--- config.mk ---
export PLATFORM = sky130hd
export DESIGN_NAME = noc_mem_responder
export DESIGN_NICKNAME = d
export VERILOG_FILES = /design/src/rtl/noc_pkg.sv /design/src/rtl/flit_assembler.sv /design/src/rtl/noc_mem_responder.sv
export SDC_FILE = /design/constraint.sdc
export NUM_CORES = 1
export LEC_CHECK = 0
export ABC_AREA = 1
export CORE_UTILIZATION = 57
export CTS_CLUSTER_SIZE = 14
export DETAILED_ROUTE_END_ITERATION = 6
export GPL_ROUTABILITY_DRIVEN = 0
export PLACE_DENSITY = 0.95
export SLEW_MARGIN = 20
export SYNTH_ARGS = -nofsm -noshare
export SYNTH_HDL_FRONTEND = slang
export SYNTH_SLANG_ARGS = --single-unit
--- constraint.sdc ---
create_clock -name clk -period 5.45 [get_ports clk]
set_input_delay 0.8175 -clock clk [delete_from_list [all_inputs] [get_ports clk]]
set_output_delay 0.8175 -clock clk [all_outputs]
set_load 0.02 [all_outputs]
--- src/rtl/noc_pkg.sv ---
// Shared types and field widths for the mesh NoC memory responder.
//   instr_e      : flit instruction codes
//   resp_state_e : responder FSM states
//   flit_t       : flit layout for the default network configuration
//   node_w/flit_w: width helpers for parameterised configurations
package noc_pkg;

   typedef enum logic [2:0] {
      INSTR_NONE = 3'b000,
      READ_REQ   = 3'b001,
      WRITE_REQ  = 3'b010,
      READ_RESP  = 3'b011,
      WRITE_ACK  = 3'b100
   } instr_e;

   typedef enum logic [1:0] {
      ST_COLLECT = 2'd0,
      ST_ACCESS  = 2'd1,
      ST_RDWAIT  = 2'd2,
      ST_SEND    = 2'd3
   } resp_state_e;

   localparam int unsigned PAYLOAD_W = 16;
   localparam int unsigned INSTR_W   = 3;
   localparam int unsigned SEQ_W     = 2;
   localparam int unsigned PKT_W     = 64;
   localparam int unsigned WORD_W    = 32;
   localparam int unsigned ERR_W     = 8;

   localparam int unsigned DEF_NW    = 4;
   localparam int unsigned DEF_PID_W = 5;

   // Node address width; a single-node network still needs one bit.
   function automatic int unsigned node_w(input int unsigned node_count);
      return (node_count <= 1) ? 1 : $clog2(node_count);
   endfunction

   function automatic int unsigned flit_w(input int unsigned nw, input int unsigned pid_w);
      return 1 + 2 * nw + PAYLOAD_W + INSTR_W + pid_w + SEQ_W;
   endfunction

   typedef struct packed {
      logic                   valid;
      logic [DEF_NW-1:0]      dest;
      logic [DEF_NW-1:0]      src;
      logic [PAYLOAD_W-1:0]   payload;
      logic [INSTR_W-1:0]     instr;
      logic [DEF_PID_W-1:0]   pid;
      logic [SEQ_W-1:0]       seq;
   } flit_t;

endpackage

--- src/rtl/flit_assembler.sv ---
// Reassembles 4-flit request packets addressed to this node.
//   flit_i     : incoming flit
//   accept_i   : the flit is taken this cycle if its valid bit is set
//   done_c_o   : seq=3 of a consistent packet is being accepted now
//   err_c_o    : flit dropped (wrong dest) or partial packet discarded
//   packet_c_o : full 64-bit packet, valid with done_c_o
//   src_o/pid_o/instr_o : header latched from seq=0
module flit_assembler
   import noc_pkg::*;
#(
   parameter int unsigned NODE_ID         = 0,
   parameter int unsigned NODE_COUNT      = 16,
   parameter int unsigned PACKET_ID_WIDTH = 5,
   localparam int unsigned NW = node_w(NODE_COUNT),
   localparam int unsigned FW = flit_w(NW, PACKET_ID_WIDTH)
) (
   input  logic                       clk,
   input  logic                       rst_n,
   input  logic [FW-1:0]              flit_i,
   input  logic                       accept_i,
   output logic                       done_c_o,
   output logic                       err_c_o,
   output logic [PKT_W-1:0]           packet_c_o,
   output logic [NW-1:0]              src_o,
   output logic [PACKET_ID_WIDTH-1:0] pid_o,
   output logic [INSTR_W-1:0]         instr_o
);

   typedef struct packed {
      logic                       valid;
      logic [NW-1:0]              dest;
      logic [NW-1:0]              src;
      logic [PAYLOAD_W-1:0]       payload;
      logic [INSTR_W-1:0]         instr;
      logic [PACKET_ID_WIDTH-1:0] pid;
      logic [SEQ_W-1:0]           seq;
   } lflit_t;

   lflit_t                     f;
   logic [SEQ_W-1:0]           exp_q, exp_d;
   logic [NW-1:0]              src_q, src_d;
   logic [PACKET_ID_WIDTH-1:0] pid_q, pid_d;
   logic [INSTR_W-1:0]         instr_q, instr_d;
   logic [3*PAYLOAD_W-1:0]     pkt_q, pkt_d;
   logic                       match;

   assign f = flit_i;

   // Sequence/src/pid checking; exp_q==0 means no packet in progress.
   always_comb begin
      exp_d    = exp_q;
      src_d    = src_q;
      pid_d    = pid_q;
      instr_d  = instr_q;
      pkt_d    = pkt_q;
      done_c_o = 1'b0;
      err_c_o  = 1'b0;
      match    = 1'b0;
      if (accept_i && f.valid) begin
         if (f.dest != NW'(NODE_ID)) begin
            err_c_o = 1'b1;
         end else begin
            match = (f.seq == exp_q) &&
                    ((exp_q == '0) || ((f.src == src_q) && (f.pid == pid_q)));
            err_c_o = !match;
            if (f.seq == '0) begin
               // A seq=0 flit always (re)starts a packet.
               exp_d   = SEQ_W'(1);
               src_d   = f.src;
               pid_d   = f.pid;
               instr_d = f.instr;
               pkt_d[PAYLOAD_W-1:0] = f.payload;
            end else if (!match) begin
               exp_d = '0;
            end else if (f.seq == SEQ_W'(3)) begin
               exp_d    = '0;
               done_c_o = 1'b1;
            end else begin
               exp_d = exp_q + SEQ_W'(1);
               if (f.seq == SEQ_W'(1)) pkt_d[2*PAYLOAD_W-1:PAYLOAD_W]   = f.payload;
               else                    pkt_d[3*PAYLOAD_W-1:2*PAYLOAD_W] = f.payload;
            end
         end
      end
   end

   always_ff @(posedge clk or negedge rst_n) begin
      if (!rst_n) begin
         exp_q   <= '0;
         src_q   <= '0;
         pid_q   <= '0;
         instr_q <= '0;
         pkt_q   <= '0;
      end else begin
         exp_q   <= exp_d;
         src_q   <= src_d;
         pid_q   <= pid_d;
         instr_q <= instr_d;
         pkt_q   <= pkt_d;
      end
   end

   // Last slice comes straight from the flit so the access starts next cycle.
   assign packet_c_o = {f.payload, pkt_q};
   assign src_o      = src_q;
   assign pid_o      = pid_q;
   assign instr_o    = instr_q;

endmodule

--- src/rtl/noc_mem_responder.sv ---
// NoC memory-target endpoint: collects requests, accesses a local
// synchronous RAM and returns a 4-flit response to the requester.
//   flitIn/responderReady : request flits in, ready only while collecting
//   flitOut/networkReady  : registered response flits out, with backpressure
//   ramAddress/wrData/we/rdData : single-port RAM, 1-cycle read latency
//   errCount              : saturating count of dropped/illegal requests
module noc_mem_responder
   import noc_pkg::*;
#(
   parameter int unsigned NODE_ID         = 0,
   parameter int unsigned NODE_COUNT      = 16,
   parameter int unsigned PACKET_ID_WIDTH = 5,
   parameter int unsigned RAM_SIZE        = 1024,
   localparam int unsigned NW = node_w(NODE_COUNT),
   localparam int unsigned FW = flit_w(NW, PACKET_ID_WIDTH)
) (
   input  logic              clk,
   input  logic              rst_n,
   input  logic [FW-1:0]     flitIn,
   output logic              responderReady,
   output logic [FW-1:0]     flitOut,
   input  logic              networkReady,
   output logic [WORD_W-1:0] ramAddress,
   output logic [WORD_W-1:0] wrData,
   output logic              we,
   input  logic [WORD_W-1:0] rdData,
   output logic [ERR_W-1:0]  errCount
);

   typedef struct packed {
      logic                       valid;
      logic [NW-1:0]              dest;
      logic [NW-1:0]              src;
      logic [PAYLOAD_W-1:0]       payload;
      logic [INSTR_W-1:0]         instr;
      logic [PACKET_ID_WIDTH-1:0] pid;
      logic [SEQ_W-1:0]           seq;
   } lflit_t;

   logic                       asm_done_c, asm_err_c;
   logic [PKT_W-1:0]           asm_pkt_c;
   logic [NW-1:0]              asm_src;
   logic [PACKET_ID_WIDTH-1:0] asm_pid;
   logic [INSTR_W-1:0]         asm_instr;

   resp_state_e                state_q, state_d;
   logic [NW-1:0]              src_q, src_d;
   logic [PACKET_ID_WIDTH-1:0] pid_q, pid_d;
   logic [INSTR_W-1:0]         instr_q, instr_d;
   logic [WORD_W-1:0]          addr_q, addr_d, data_q, data_d;
   logic [WORD_W-1:0]          ram_addr_q, ram_addr_d, wr_data_q, wr_data_d;
   logic                       we_q, we_d, oor_q, oor_d;
   logic [SEQ_W-1:0]           k_q, k_d;
   logic [FW-1:0]              flit_q, flit_d;
   logic [ERR_W-1:0]           err_q, err_d;
   logic                       err_inc;
   logic [WORD_W-1:0]          word_idx_c, resp_data_c;
   logic                       oor_c;
   logic [INSTR_W-1:0]         resp_instr_c;

   assign responderReady = (state_q == ST_COLLECT);

   flit_assembler #(
      .NODE_ID         (NODE_ID),
      .NODE_COUNT      (NODE_COUNT),
      .PACKET_ID_WIDTH (PACKET_ID_WIDTH)
   ) u_asm (
      .clk        (clk),
      .rst_n      (rst_n),
      .flit_i     (flitIn),
      .accept_i   (responderReady),
      .done_c_o   (asm_done_c),
      .err_c_o    (asm_err_c),
      .packet_c_o (asm_pkt_c),
      .src_o      (asm_src),
      .pid_o      (asm_pid),
      .instr_o    (asm_instr)
   );

   function automatic logic [FW-1:0] make_flit(
      input logic [NW-1:0]              dest,
      input logic [PACKET_ID_WIDTH-1:0] pid,
      input logic [INSTR_W-1:0]         instr,
      input logic [SEQ_W-1:0]           k,
      input logic [PKT_W-1:0]           pkt
   );
      lflit_t f;
      f.valid   = 1'b1;
      f.dest    = dest;
      f.src     = NW'(NODE_ID);
      f.payload = PAYLOAD_W'(pkt >> (PAYLOAD_W * k));
      f.instr   = instr;
      f.pid     = pid;
      f.seq     = k;
      return f;
   endfunction

   assign word_idx_c   = {2'b00, asm_pkt_c[PKT_W-1:WORD_W+2]};
   assign oor_c        = (word_idx_c >= WORD_W'(RAM_SIZE));
   assign resp_data_c  = oor_q ? '0 : ((instr_q == READ_REQ) ? rdData : data_q);
   assign resp_instr_c = (instr_q == READ_REQ) ? INSTR_W'(READ_RESP) : INSTR_W'(WRITE_ACK);

   // Access / read-wait / send sequencing.
   always_comb begin
      state_d    = state_q;
      src_d      = src_q;
      pid_d      = pid_q;
      instr_d    = instr_q;
      addr_d     = addr_q;
      data_d     = data_q;
      ram_addr_d = ram_addr_q;
      wr_data_d  = wr_data_q;
      we_d       = we_q;
      oor_d      = oor_q;
      k_d        = k_q;
      flit_d     = flit_q;
      err_inc    = 1'b0;
      err_d      = err_q;
      case (state_q)
         ST_COLLECT: begin
            err_inc = asm_err_c;
            if (asm_done_c) begin
               state_d    = ST_ACCESS;
               src_d      = asm_src;
               pid_d      = asm_pid;
               instr_d    = asm_instr;
               addr_d     = asm_pkt_c[PKT_W-1:WORD_W];
               data_d     = asm_pkt_c[WORD_W-1:0];
               ram_addr_d = word_idx_c;
               wr_data_d  = asm_pkt_c[WORD_W-1:0];
               oor_d      = oor_c;
               we_d       = (asm_instr == WRITE_REQ) && !oor_c;
            end
         end
         ST_ACCESS: begin
            we_d = 1'b0;
            if ((instr_q != READ_REQ) && (instr_q != WRITE_REQ)) begin
               err_inc = 1'b1;
               state_d = ST_COLLECT;
            end else begin
               err_inc = oor_q;
               state_d = ST_RDWAIT;
            end
         end
         ST_RDWAIT: begin
            data_d  = resp_data_c;
            k_d     = '0;
            flit_d  = make_flit(src_q, pid_q, resp_instr_c, '0, {addr_q, resp_data_c});
            state_d = ST_SEND;
         end
         ST_SEND: begin
            if (networkReady) begin
               if (k_q == SEQ_W'(3)) begin
                  flit_d  = '0;
                  state_d = ST_COLLECT;
               end else begin
                  k_d    = k_q + SEQ_W'(1);
                  flit_d = make_flit(src_q, pid_q, resp_instr_c, k_q + SEQ_W'(1),
                                     {addr_q, data_q});
               end
            end
         end
         default: state_d = ST_COLLECT;
      endcase
      if (err_inc && (err_q != '1)) err_d = err_q + ERR_W'(1);
   end

   always_ff @(posedge clk or negedge rst_n) begin
      if (!rst_n) begin
         state_q    <= ST_COLLECT;
         src_q      <= '0;
         pid_q      <= '0;
         instr_q    <= '0;
         addr_q     <= '0;
         data_q     <= '0;
         ram_addr_q <= '0;
         wr_data_q  <= '0;
         we_q       <= 1'b0;
         oor_q      <= 1'b0;
         k_q        <= '0;
         flit_q     <= '0;
         err_q      <= '0;
      end else begin
         state_q    <= state_d;
         src_q      <= src_d;
         pid_q      <= pid_d;
         instr_q    <= instr_d;
         addr_q     <= addr_d;
         data_q     <= data_d;
         ram_addr_q <= ram_addr_d;
         wr_data_q  <= wr_data_d;
         we_q       <= we_d;
         oor_q      <= oor_d;
         k_q        <= k_d;
         flit_q     <= flit_d;
         err_q      <= err_d;
      end
   end

   assign flitOut    = flit_q;
   assign ramAddress = ram_addr_q;
   assign wrData     = wr_data_q;
   assign we         = we_q;
   assign errCount   = err_q;

endmodule

; ---- After elaboration in Yosys (flattened, before gate mapping)
; Cells that the tools add are included.
[op_classes]
add_sub_neg = 3
n_lt_le_gt_ge = 1
eq_ne = 19
n_shift = 1
muxes = 30
bitwise = 4
reduce_logical = 27
[op_table]
columns = cell, count
row1 = 32-bit 2-to-1 mux, 3
row2 = 35-bit 2-to-1 mux, 2
row3 = 35-bit case mux with 2 select lines, 1
row4 = 32-bit case mux with 2 select lines, 1
row5 = 64-bit by 6-bit right shift with 16-bit output, 1
row6 = "30-bit by 11-bit greater-or-equal comparator with 1-bit output, second input constant", 1
row7 = 2-bit 2-to-1 mux, 9
row8 = 3-bit AND reduction, 4
row9 = 6-bit AND reduction, 2
row10 = 2-bit AND reduction, 5
row11 = 1-bit 2-to-1 mux, 9
row12 = "8-bit by 1-bit adder with 8-bit output, second input constant", 1
row13 = "2-bit == test, second input constant", 4
row14 = "2-bit inequality test, second input constant", 4
row15 = "8-bit inequality test, second input constant", 1
row16 = 2-bit case mux with 4 select lines, 1
row17 = 1-bit logical AND, 6
row18 = 2-bit zero test, 3
row19 = 2-bit nonzero test, 3
row20 = 5-bit == test, 1
row21 = "2-bit by 1-bit adder with 2-bit output, second input constant", 2
row22 = "2-bit by 1-bit == test with 1-bit output, second input constant", 2
row23 = 4-bit == test, 1
row24 = 1-bit NOT, 4
row25 = 12 further kinds, 14
[totals]
regBits = 249
input_bits = 70
out_inout_bits = 109
wordCells = 106

; ---- Logic depth before layout (Yosys ltp)
; Gate-level depths: netlist of run 1.
[logic_depth]
depth_word = 10
ltp_mapped = 12
mapped_depth_nobuf = 12

; ---- Hierarchy
; A second synthesis of run 1 with hierarchy kept.
[hier_totals]
hier_cells = 1303
hier_area_um2 = 10545.1
[by_module_without_submodules]
columns = mod, instances, cells_per_inst, area_each_um2
row1 = noc_mem_responder, 1, 961, 7455.9
row2 = flit_assembler, 1, 342, 3089.2

; ---- Least setup slack after synthesis of run 1
; Ideal clock, no wire load.
[synth_timing]
path_kind = input -> register
start = input port flitIn[31]
end = register pid_q[3]
setup_time_ns = 0.120
arrival_time_ns = 1.954
required_time_ns = 5.330
slack_ns = 3.377
cell_stages = 8
path_cell_list = nor4_4 nand2_2 nor2_2 nand3_4 buf_2 buf_6 o21ai_0 inv_1
[synth_via]
elab_chain_len = 4
[synth_rtl]
columns = item, line_no
row1 = from (decl), noc_mem_responder.sv:19  ; input logic [FW-1:0] flitIn,
row2 = 4-bit nonzero test, flit_assembler.sv:60  ; if (f.dest != NW'(NODE_ID)) begin
row3 = 1-bit 2-to-1 mux, flit_assembler.sv:60
row4 = 1-bit 2-to-1 mux, flit_assembler.sv:59  ; if (accept_i && f.valid) begin
row5 = 2-bit AND reduction (no line), -
row6 = to (signal assigned), noc_mem_responder.sv:186  ; pid_q <= pid_d;
row7 = to (decl), noc_mem_responder.sv:48  ; logic [PACKET_ID_WIDTH-1:0] pid_q, pid_d;
; No other way between the ends.
; A chain may end at the register's enable or synchronous reset.

; ---- Worst setup path after layout of run 1
[layout_timing]
start = register k_q[0]
end = register flit_q[14] (netlist: flitOut[14])
[layout_via]
elab_chain_len = 5
elab_cells_between_ends = 6
[layout_rtl]
columns = item, line_no
row1 = from (decl), noc_mem_responder.sv:53  ; logic [SEQ_W-1:0] k_q, k_d;
row2 = from (signal assigned), noc_mem_responder.sv:194  ; k_q <= k_d;
row3 = 2-bit by 1-bit adder with 2-bit output, noc_mem_responder.sv:158  ; flit_d = make_flit(src_q, pid_q, resp_instr_c, k_q + SEQ_W'(1),
row4 = 64-bit by 6-bit right shift with 16-bit output, noc_mem_responder.sv:91  ; f.payload = PAYLOAD_W'(pkt >> (PAYLOAD_W * k));
row5 = 35-bit 2-to-1 mux *, noc_mem_responder.sv:153  ; if (k_q == SEQ_W'(3)) begin
row6 = 35-bit 2-to-1 mux *, noc_mem_responder.sv:152  ; if (networkReady) begin
row7 = 35-bit case mux with 2 select lines *, noc_mem_responder.sv:119  ; case (state_q)
row8 = to (signal assigned), noc_mem_responder.sv:195  ; flit_q <= flit_d;
row9 = to (decl), noc_mem_responder.sv:54  ; logic [FW-1:0] flit_q, flit_d;
; Mark *: on every way between the ends. The rest lies on a longest branch, timed or not. The select of a mux whose other input is x is not followed.

==> metrics, run 1 <==
slowest CP cell dfrtp_1; I/O Buffers 172; top-area cell type share of the netlist area 52.47%; slowest stage delay, CP 0.98 ns; critical path's most frequent cell nand2_1; Worst Path Arrival just under 4 ns; commonest non-fill, non-tap cell in the layout nand2_1; ANT nets after route 0; root buf cell clkbuf_16; Max-slew headroom ~29%; family with the most delay on the worst path flip-flops; initial antenna violation count 0; clock skew 0.01045 ns; max-cap viol count 0; post-layout minimum cycle time 3.466 ns; f_max 0.2885 GHz; Pre-Repair DR Iteration Count 6; mux contribution to synthesized area 0.1103%; Skew-Pair Late Insertion Delay 0.50 ns; final setup fails 0; most frequent cells in the layout 320 x nand2_1, 214 x dfrtp_1, 185 x inv_1; mean routed wirelength per cell 18.40 um; CTS sink cnt 214; critical path, cell by cell ha_1 > clkinv_1 > a21oi_1 > o21ai_0 > nand2_1 > nand2_1 > a31oi_1; post_cts resized 0; post-detailed-routing wire length 29350 um; Final WS setup 1.984 ns; Slew @ Worst Pin roughly 1.1 ns; setup TNS 0 ns; Final Hold Viols 0; Slew Viols, Final 0; main combinational cell family by area after synthesis simple AND/OR/NAND/NOR gates; synth unique cells 40; Worst Path Max Fanout 34; largest cells by area after synthesis dfrtp_1 52%, nand2_1 12%, o21ai_0 8.6%; adder-cell share of the synthesized area less than 1%; Compound-Gate Fraction of Synth Area between 10% and 20%; Worst Hold Class in2async; post-synth top area cell dfrtp_1; Mapped Cells 1251; CP Capture Type flop; DR vias 9346; Die ar. 18440 sq um; Async SR Flop Fraction 100.0%; Mapped Avg Cell Area 8.158 sq um; pwr/cell area approximately 450 nW/um^2; Pwr Total ~5.6 mW; DP Wirelength 19220 um; Seq/Total Area, Yosys 52.47%; Critical Path RT 5.86 ns; chip width 135.8 um; dpl ws 1.962 ns; Syn. warnings 0; Final Cycle Share 63.60%; worst path buffer plus inverter count 1; growth of design area from synthesis to finish 21.16%; critical path class reg2reg; Filler cells 1148; CTS buffer count 21; n_diodes 0; GR Overflow Total 0; vias per inst 5.860; Post-CTS Setup Bufs 0; unrepaired setup endpoints after global routing false; worst-case clock buffer depth 3; outcome finished clean; Post-Synth XOR/XNOR Area less than 1%; hold buffer count at cts 0; DRT iter0 DRCs 1457; Starting Density 58.60%; VDD IR max 0.2672 mV; Post-route DRC 0; global-route wire length before repair approximately 47000 um; GRT Total Usage 32.45%; Worst setup SP type flop; largest net degree at the start of global routing 130; Post-Synth Simple-Gate Area 18.82%; FF/Latch Area about 5400 sq um; Synth Flop Type dfrtp_1; Clock Pin Slew Worst Setup and Hold Paths around 0.060 ns; Layout Nets 1433; Cell Area, Synth 10210 sq um; vias in the first global route 8926; Die Span Y 135.8 um; H-tree levels 1; area of the multi-input gates 3581 sq um; LEAKAGE 6.045 nW; Site Rows 48; Synth Register Bits between 200 and 250; share of cells above drive strength 1 4.672%; IO Pins around 180; EDFF count, synth 0; CTS tree done; core area 17420 sq um
-- cells in the mapped netlist, types with 2 or more instances --
cell type and n:
nor2_1 33, nor3_1 3, buf_6 6, nor2_2 3, a31oi_1 16, clkbuf_2 2, nand3_1 60, o21ai_1 16
o211ai_1 16, nand2_1 320, buf_1 2, clkbuf_1 35, xnor2_1 2, o21ai_2 6, xor2_1 7, inv_1 185
buf_2 14, buf_4 38, inv_2 5, dfrtp_1 214, o21ai_0 176, nand4_1 4, nand2_2 5, ha_1 3
a21oi_1 50, or2_0 16
-- per-stage QoR --
| stage | instance area, sq um | utilization, % | hold WS, ns | cells |
|---|---|---|---|---|
| detailed placement | 11700 | 67.16 | 0.4542 | 1561 |
| CTS | 12340 | 70.83 | 0.4694 | 1594 |
| global placement | 11700 | 67.16 | 0.4477 | 1561 |
| global route | 12370 | 71.00 | 0.2329 | 1595 |
| floorplan | 10220 | - | 0.4366 | 1256 |
| finish | 12370 | 71.00 | 0.2203 | 1595 |
-- power breakdown --
| part | total [mW] | internal [mW] | switching, mW | leakage [nW] |
|---|---|---|---|---|
| Sequential | 2.09 | 1.89 | 0.203 | 2.61 |
| Combinational | 2.06 | 0.724 | 1.34 | 3.11 |
| Clock | 1.41 | 0.811 | 0.601 | 0.319 |
-- layout make-up --
type / instances / share of cell area, %
repair buffers: 178 / 14.48
multi-input cells: 754 / 28.96
well taps: 225 / 2.277
flip-flops and latches: 214 / 43.31
clock inverters: 7 / 0.6881
clock buffers: 26 / 4.482
inverters: 191 / 5.808
-- flip-flops by register name, summed over array words and instances, names as in the netlist, named ones only --
register and flops:
u_asm.pkt_q 48, addr_q 32, data_q 32, wrData 32
flitOut 30, errCount 8, pid_q 5, u_asm.pid_o 5
src_q 4, u_asm.src_o 4, instr_q 3, u_asm.instr_o 3
k_q 2, u_asm.exp_q 2, oor_q 1, state_q 1
we 1
-- worst paths after layout --
path | startpoint | slack (ns) | endpoint | cells after the start
worst min-delay path | rst_n | 0.22 | wrData[7] | 1
max in group asynchronous | rst_n | 3.81 | flitOut[34] | 3
min in group clk | data_q[30] | 0.47 | data_q[30] | 2
worst max register to register | k_q[0] | 1.98 | flitOut[14] | 7
worst max-delay path | k_q[0] | 1.98 | flitOut[14] | 7
worst min register to register | data_q[30] | 0.47 | data_q[30] | 2
-- cell families after synthesis --
family          after synthesis
other cells                   1
flops                       214
buf+inv                     288
compound gates              282
mux                           1
simple gates                453
xor+xnor                      9
fa+ha+maj                     3
-- metal layers --
metal	GRT usage, %	up-vias	wire, um
met5	0	-	0
met4	14.23	0	1209
met3	6.972	107	3438
met2	48.55	717	13280
met1	45.63	4393	11420
li1	-	4129	-
No activity file was read; power rests on OpenSTA's default activity.
==> run 2: changes to the inputs <==
--- a/config.mk
+++ b/config.mk
@@ -6,11 +6,11 @@
 export NUM_CORES = 1
 export LEC_CHECK = 0
 export ABC_AREA = 1
-export CORE_UTILIZATION = 57
+export CORE_UTILIZATION = 53
 export CTS_CLUSTER_SIZE = 14
 export DETAILED_ROUTE_END_ITERATION = 6
 export GPL_ROUTABILITY_DRIVEN = 0
-export PLACE_DENSITY = 0.95
+export PLACE_DENSITY = 0.9
 export SLEW_MARGIN = 20
 export SYNTH_ARGS = -nofsm -noshare
 export SYNTH_HDL_FRONTEND = slang
==> constraint.sdc (replaced) <==
create_clock -name clk -period 3.29 [get_ports clk]
set_input_delay 0.4935 -clock clk [delete_from_list [all_inputs] [get_ports clk]]
set_output_delay 0.4935 -clock clk [all_outputs]
set_load 0.02 [all_outputs]
==> metrics, run 2 (synthesis results as in run 1) <==
root buf cell clkbuf_16; GR Overflow Total 0 (unchanged); Starting Density 54.38% (-4.2 points); placed inst area 11810 sq um (+0.95%); VDD IR max 0.4149 mV (+55%); largest net degree at the start of global routing 101 (-22%); f_max 0.3635 GHz (+26%); unrepaired setup endpoints after global routing false; Worst Path Arrival 3.20 ns (-0.68 ns); outcome finished clean; initial antenna violation count 0 (unchanged); slowest stage delay, CP 0.55 ns (-0.43 ns); setup TNS 0 ns (unchanged); CTS buffer count 22 (+4.8%); core area 18770 sq um (+7.8%); Worst Hold Class in2async; max-cap viol count 0 (unchanged); Worst Path Max Fanout 33 (-2.9%); clock skew 0.02191 ns (+0.01146 ns); chip width 140.8 um (+3.7%); growth of design area from synthesis to finish 23.04%; most frequent cells in the layout 320 x nand2_1, 214 x dfrtp_1, 185 x inv_1; vias per inst 5.545 (-5.4%); DP Wirelength 19170 um (-0.26%); n_diodes 0 (unchanged); GRT Total Usage 28.76% (-3.7 points); Final WS setup 0.5386 ns (-1.445 ns); Final Cycle Share 83.63% (+20 points); global-route wire length before repair 44860 um (-3.6%); max reg flops 48 (unchanged); Layout Nets 1443 (+0.70%); Slew Viols, Final 0 (unchanged); CP Capture Type flop; share of cells above drive strength 1 5.487% (+0.82 points); worst path buffer plus inverter count 3 (+2); mean routed wirelength per cell 17.38 um (-5.6%); Worst setup SP type flop; Met2 Wirelength 12840 um (-3.3%); Top reg by flops u_asm.pkt_q; DRT iter0 DRCs 930 (-36%); hold buffer count at cts 0 (unchanged); Die Span Y 140.8 um (+3.7%); post_cts resized 0 (unchanged); Post-route DRC 0 (unchanged); Critical Path RT 3.74 ns (-2.12 ns); Slew @ Worst Pin 0.9751 ns (-0.09391 ns); commonest non-fill, non-tap cell in the layout nand2_1; critical path, cell by cell inv_2 > nor2_4 > buf_4 > inv_2 > nor2_2 > nand2_2 > nand2_2 > nand2_1 > nand2_1; Max-slew headroom 34.92% (+6.3 points); critical path class reg2reg; H-tree levels 1 (unchanged); I/O Buffers 172 (unchanged); Pre-Repair DR Iteration Count 5 (-1); CTS tree done; DRT met1 WL 11670 um (+2.1%); worst-case clock buffer depth 3 (unchanged); ANT nets after route 0 (unchanged); family with the most delay on the worst path simple AND/OR/NAND/NOR gates; final setup fails 0 (unchanged); Layout Cells excl Fill 1619 (+1.5%); Post-CTS Setup Bufs 0 (unchanged); IO Pins 179 (unchanged); top layer in use met4; DR WL met3 2675 um (-22%); Final Hold Viols 0 (unchanged); Skew-Pair Late Insertion Delay 0.51 ns (about the same); Clock Pin Slew Worst Setup and Hold Paths 0.06 ns (about the same); Die ar. 19820 sq um (+7.4%); LEAKAGE 6.140 nW (+1.6%); dpl ws 0.4797 ns (-1.482 ns); placed cells 1580 (+1.2%); CTS sink cnt 214 (unchanged); fin area 12560 sq um (+1.5%); vias in the first global route 8590 (-3.8%); Site Rows 50 (+4.2%); pwr/cell area 754.8 nW/um^2 (+68%); DR vias 8977 (-3.9%); post-detailed-routing wire length 28140 um (-4.1%); post-layout minimum cycle time 2.751 ns (-0.7150 ns); slowest CP cell nor2_2
==> run 2: routing by layer <==
metal | vias up | global-route usage [%]
met5 | - | 0
met4 | 0 | 10.53
met3 | 68 | 6.216
met2 | 499 | 44.67
met1 | 4269 | 39.94
li1 | 4141 | -
==> run 2: final timing paths <==
path                                      start  slack [ns]              end  depth (start not counted)
worst max-delay path                       flop        0.54       data_q[24]                          9
worst min-delay path                      rst_n        0.07      flitOut[20]                          1
worst min register to register  u_asm.pkt_q[34]        0.48  u_asm.pkt_q[34]                          2
worst max register to register             flop        0.54       data_q[24]                          9
min in group clk                u_asm.pkt_q[34]        0.48  u_asm.pkt_q[34]                          2
max in group asynchronous                 rst_n        2.33        data_q[0]                          2
==> run 2: stage by stage <==
step                      util [%]  hold slack, ns  power, mW
after detailed placement     62.92          0.4536      6.766
final                        66.91         0.07440      9.478
after floorplan                  -          0.1979      5.607
after global placement       62.92          0.4480      6.613
after CTS                    66.91          0.1133      9.422
after global routing         66.91          0.1533      9.973
==> run 2: worst reg2reg max path: stages (launching register included) <==
cell and delay (ns):
dfrtp_1 0.45, inv_2 0.07, nor2_4 0.08, buf_4 0.33, inv_2 0.22, nor2_2 0.55, nand2_2 0.38, nand2_2 0.38
nand2_1 0.15, nand2_1 0.09
==> run 2: where the power goes <==
| part | leakage [nW] | switching [mW] | total [mW] | internal (mW) |
|---|---|---|---|---|
| sequential | 2.61 | 0.289 | 3.42 | 3.13 |
| combinational | 3.16 | 2.21 | 3.45 | 1.24 |
| clock | 0.367 | 1.02 | 2.60 | 1.58 |
==> run 2: cell type report <==
type	instances	area [sq um]
Multi-Input combinational cell	754	3581
Clock buffer	33	643.1
Fill cell	1406	6211
Tap cell	234	292.8
Inverter	191	716.9
Clock inverter	6	105.1
Sequential cell	214	5355
Timing Repair Buffer	187	1863
==> run 3: changes to the inputs <==
==> constraint.sdc (replaced) <==
create_clock -name clk -period 2.8 [get_ports clk]
set_input_delay 0.42 -clock clk [delete_from_list [all_inputs] [get_ports clk]]
set_output_delay 0.42 -clock clk [all_outputs]
set_load 0.02 [all_outputs]
==> metrics, run 3 (synthesis results as in run 1) <==
Filler cells 1338 (-4.8%); outcome finished clean; post_cts resized 0 (unchanged); Layout Nets 1451 (+0.55%); critical path's most frequent cell nand2_1; GR Util met1 38.98% (-0.96 points); most frequent cells in the layout 320 x nand2_1, 214 x dfrtp_1, 185 x inv_1; worst hold slack 0.4775 ns (+0.4031 ns); worst path buffer plus inverter count 2 (-1); Die Span Y 140.8 um (unchanged); Min-Delay Path Depth 2; critical path, cell by cell ha_1 > buf_4 > clkinv_1 > a21oi_1 > o21ai_0 > nand2_1 > nand2_1 > a31oi_1; final core utilization 67.26% (+0.35 points); GR Overflow Total 0 (unchanged); root buf cell clkbuf_16; post-detailed-routing wire length 27640 um (-1.8%); pwr/cell area 879.6 nW/um^2 (+17%); Final WS setup 0.4728 ns (-0.06578 ns); n_diodes 0 (unchanged); CTS buffer count 22 (unchanged); f_max 0.4297 GHz (+18%); switching share of total power 37.01% (-0.15 points); Slew Viols, Final 0 (unchanged); slowest CP cell clkinv_1; CTS sink cnt 214 (unchanged); hold buffer count at cts 1 (+1); Pre-Repair DR Iteration Count 7 (+2); H-tree levels 1 (unchanged); LEAKAGE 6.178 nW (+0.62%); Most Crowded Layer GR met2; post-layout minimum cycle time 2.327 ns (-0.4242 ns); M2 GR Usage 44.25% (-0.42 points); max reg flops 48 (unchanged); dpl ws 0.2731 ns (-0.2066 ns); Site Rows 50 (unchanged); setup TNS 0 ns (unchanged); CP Capture Type flop; Worst Reg2Reg Path Length in Cells 8 (-1); Crit path depth 8 (-1); clock skew 0.01084 ns (-0.01108 ns); Top reg by flops u_asm.pkt_q; worst-case clock buffer depth 3 (unchanged); Worst Hold Class reg2reg; Logic pwr share 36.7% (+0.3 points); commonest non-fill, non-tap cell in the layout nand2_1; Final Cycle Share 83.11% (-0.52 points); Worst Path Max Fanout 17 (-48%); clock power share 27.1% (-0.4 points); I/O Buffers 172 (unchanged); VDD IR max 0.5637 mV (+36%); Worst Path Arrival 2.75 ns (-0.45 ns); vias per inst 5.582 (+0.68%); ANT nets after route 0 (unchanged); mean routed wirelength per cell 16.98 um (-2.3%); Post-route DRC 0 (unchanged); largest net degree at the start of global routing 78 (-23%); Post-CTS Setup Bufs 0 (unchanged); DP Wirelength 19230 um (+0.35%); family with the most delay on the worst path compound AO/OA/AOI/OAI gates; Starting Density 54.38% (unchanged); growth of design area from synthesis to finish 23.69%; share of cells above drive strength 1 6.098% (+0.61 points); critical path class reg2reg; Slew @ Worst Pin 0.7161 ns (-0.2590 ns); DR vias 9088 (+1.2%); Max-slew headroom 52.14% (+17 points); NetSw 4.109 mW (+17%); core area 18770 sq um (unchanged); Clock Pin Slew Worst Setup and Hold Paths 0.06 ns (about the same); CTS tree done; IO Pins 179 (unchanged); unrepaired setup endpoints after global routing false; Skew-Pair Late Insertion Delay 0.51 ns (about the same); grt met3 use 6.590% (+0.37 points); vias in the first global route 8536 (-0.63%); Critical Path RT 3.22 ns (-0.52 ns); initial antenna violation count 0 (unchanged); P_int 6.994 mW (+17%); Final Hold Viols 0 (unchanged); global-route wire length before repair 44160 um (-1.6%); Seq pwr share 36.3% (+0.2 points); DRT iter0 DRCs 869 (-6.6%); chip width 140.8 um (unchanged); slowest stage delay, CP 0.46 ns (-0.09 ns); GRT Total Usage 28.20% (-0.56 points); final setup fails 0 (unchanged); Worst setup SP type flop; Die ar. 19820 sq um (unchanged); max-cap viol count 0 (unchanged)
[run 3: cell count changes in the layout (fill, tap and decap cells not counted)]
cell and change:
buf_4 +6, clkinv_2 +3, clkbuf_8 -2, buf_12 +1
clkbuf_1 -1, clkinvlp_4 +1, dlygate4sd3_1 +1
[run 3: worst min-delay path, cell delays in order, from the launching register on]
cell and delay, ns:
dfrtp_1 0.34, nand2_1 0.06, nand2_1 0.05
[run 3: path summary, 6_finish.rpt]
kind | end | start | slack [ns]
max | flitOut[24] | k_q[0] | 0.47
min | data_q[29] | data_q[29] | 0.48
max reg2reg | flitOut[24] | k_q[0] | 0.47
min reg2reg | data_q[29] | data_q[29] | 0.48
max in group asynchronous | errCount[7] | rst_n | 1.54
min in group asynchronous | flitOut[20] | rst_n | 0.51
[run 3: cell type report]
class,count,area [sq um],share of cell area (%)
Clock buffer,30,611.8,4.847
Clock inverter,10,127.6,1.011
Inverter,191,716.9,5.679
Multi-Input combinational cell,754,3581,28.37
Sequential cell,214,5355,42.42
Tap cell,234,292.8,2.319
Timing Repair Buffer,195,1938,15.35
[run 3: power by group through the flow]
stage	registers (mW)	logic [mW]	clock network, mW
detailed placement	4.06	3.93	0
floorplan	4.29	2.30	0
finish	4.03	4.07	3.01
CTS	4.02	4.02	3.03
global route	4.08	4.47	3.16
global placement	4.03	3.80	0
[run 3: metal layers]
layer / vias to the layer above / routed length (um)
met1: 4294 / 11250
met2: 573 / 12620
met3: 60 / 3059
met4: 0 / 712
li1: 4161 / -
met5: - / 0
[run 3: through the flow]
step,total power [mW],cell area (sq um),std cells
6_report,11.10,12620,1628
5_1_grt,11.71,12620,1628
4_1_cts,11.07,12620,1628
3_5_place_dp,7.994,11870,1587
3_3_place_gp,7.832,11870,1587
2_1_floorplan,6.589,10220,1256
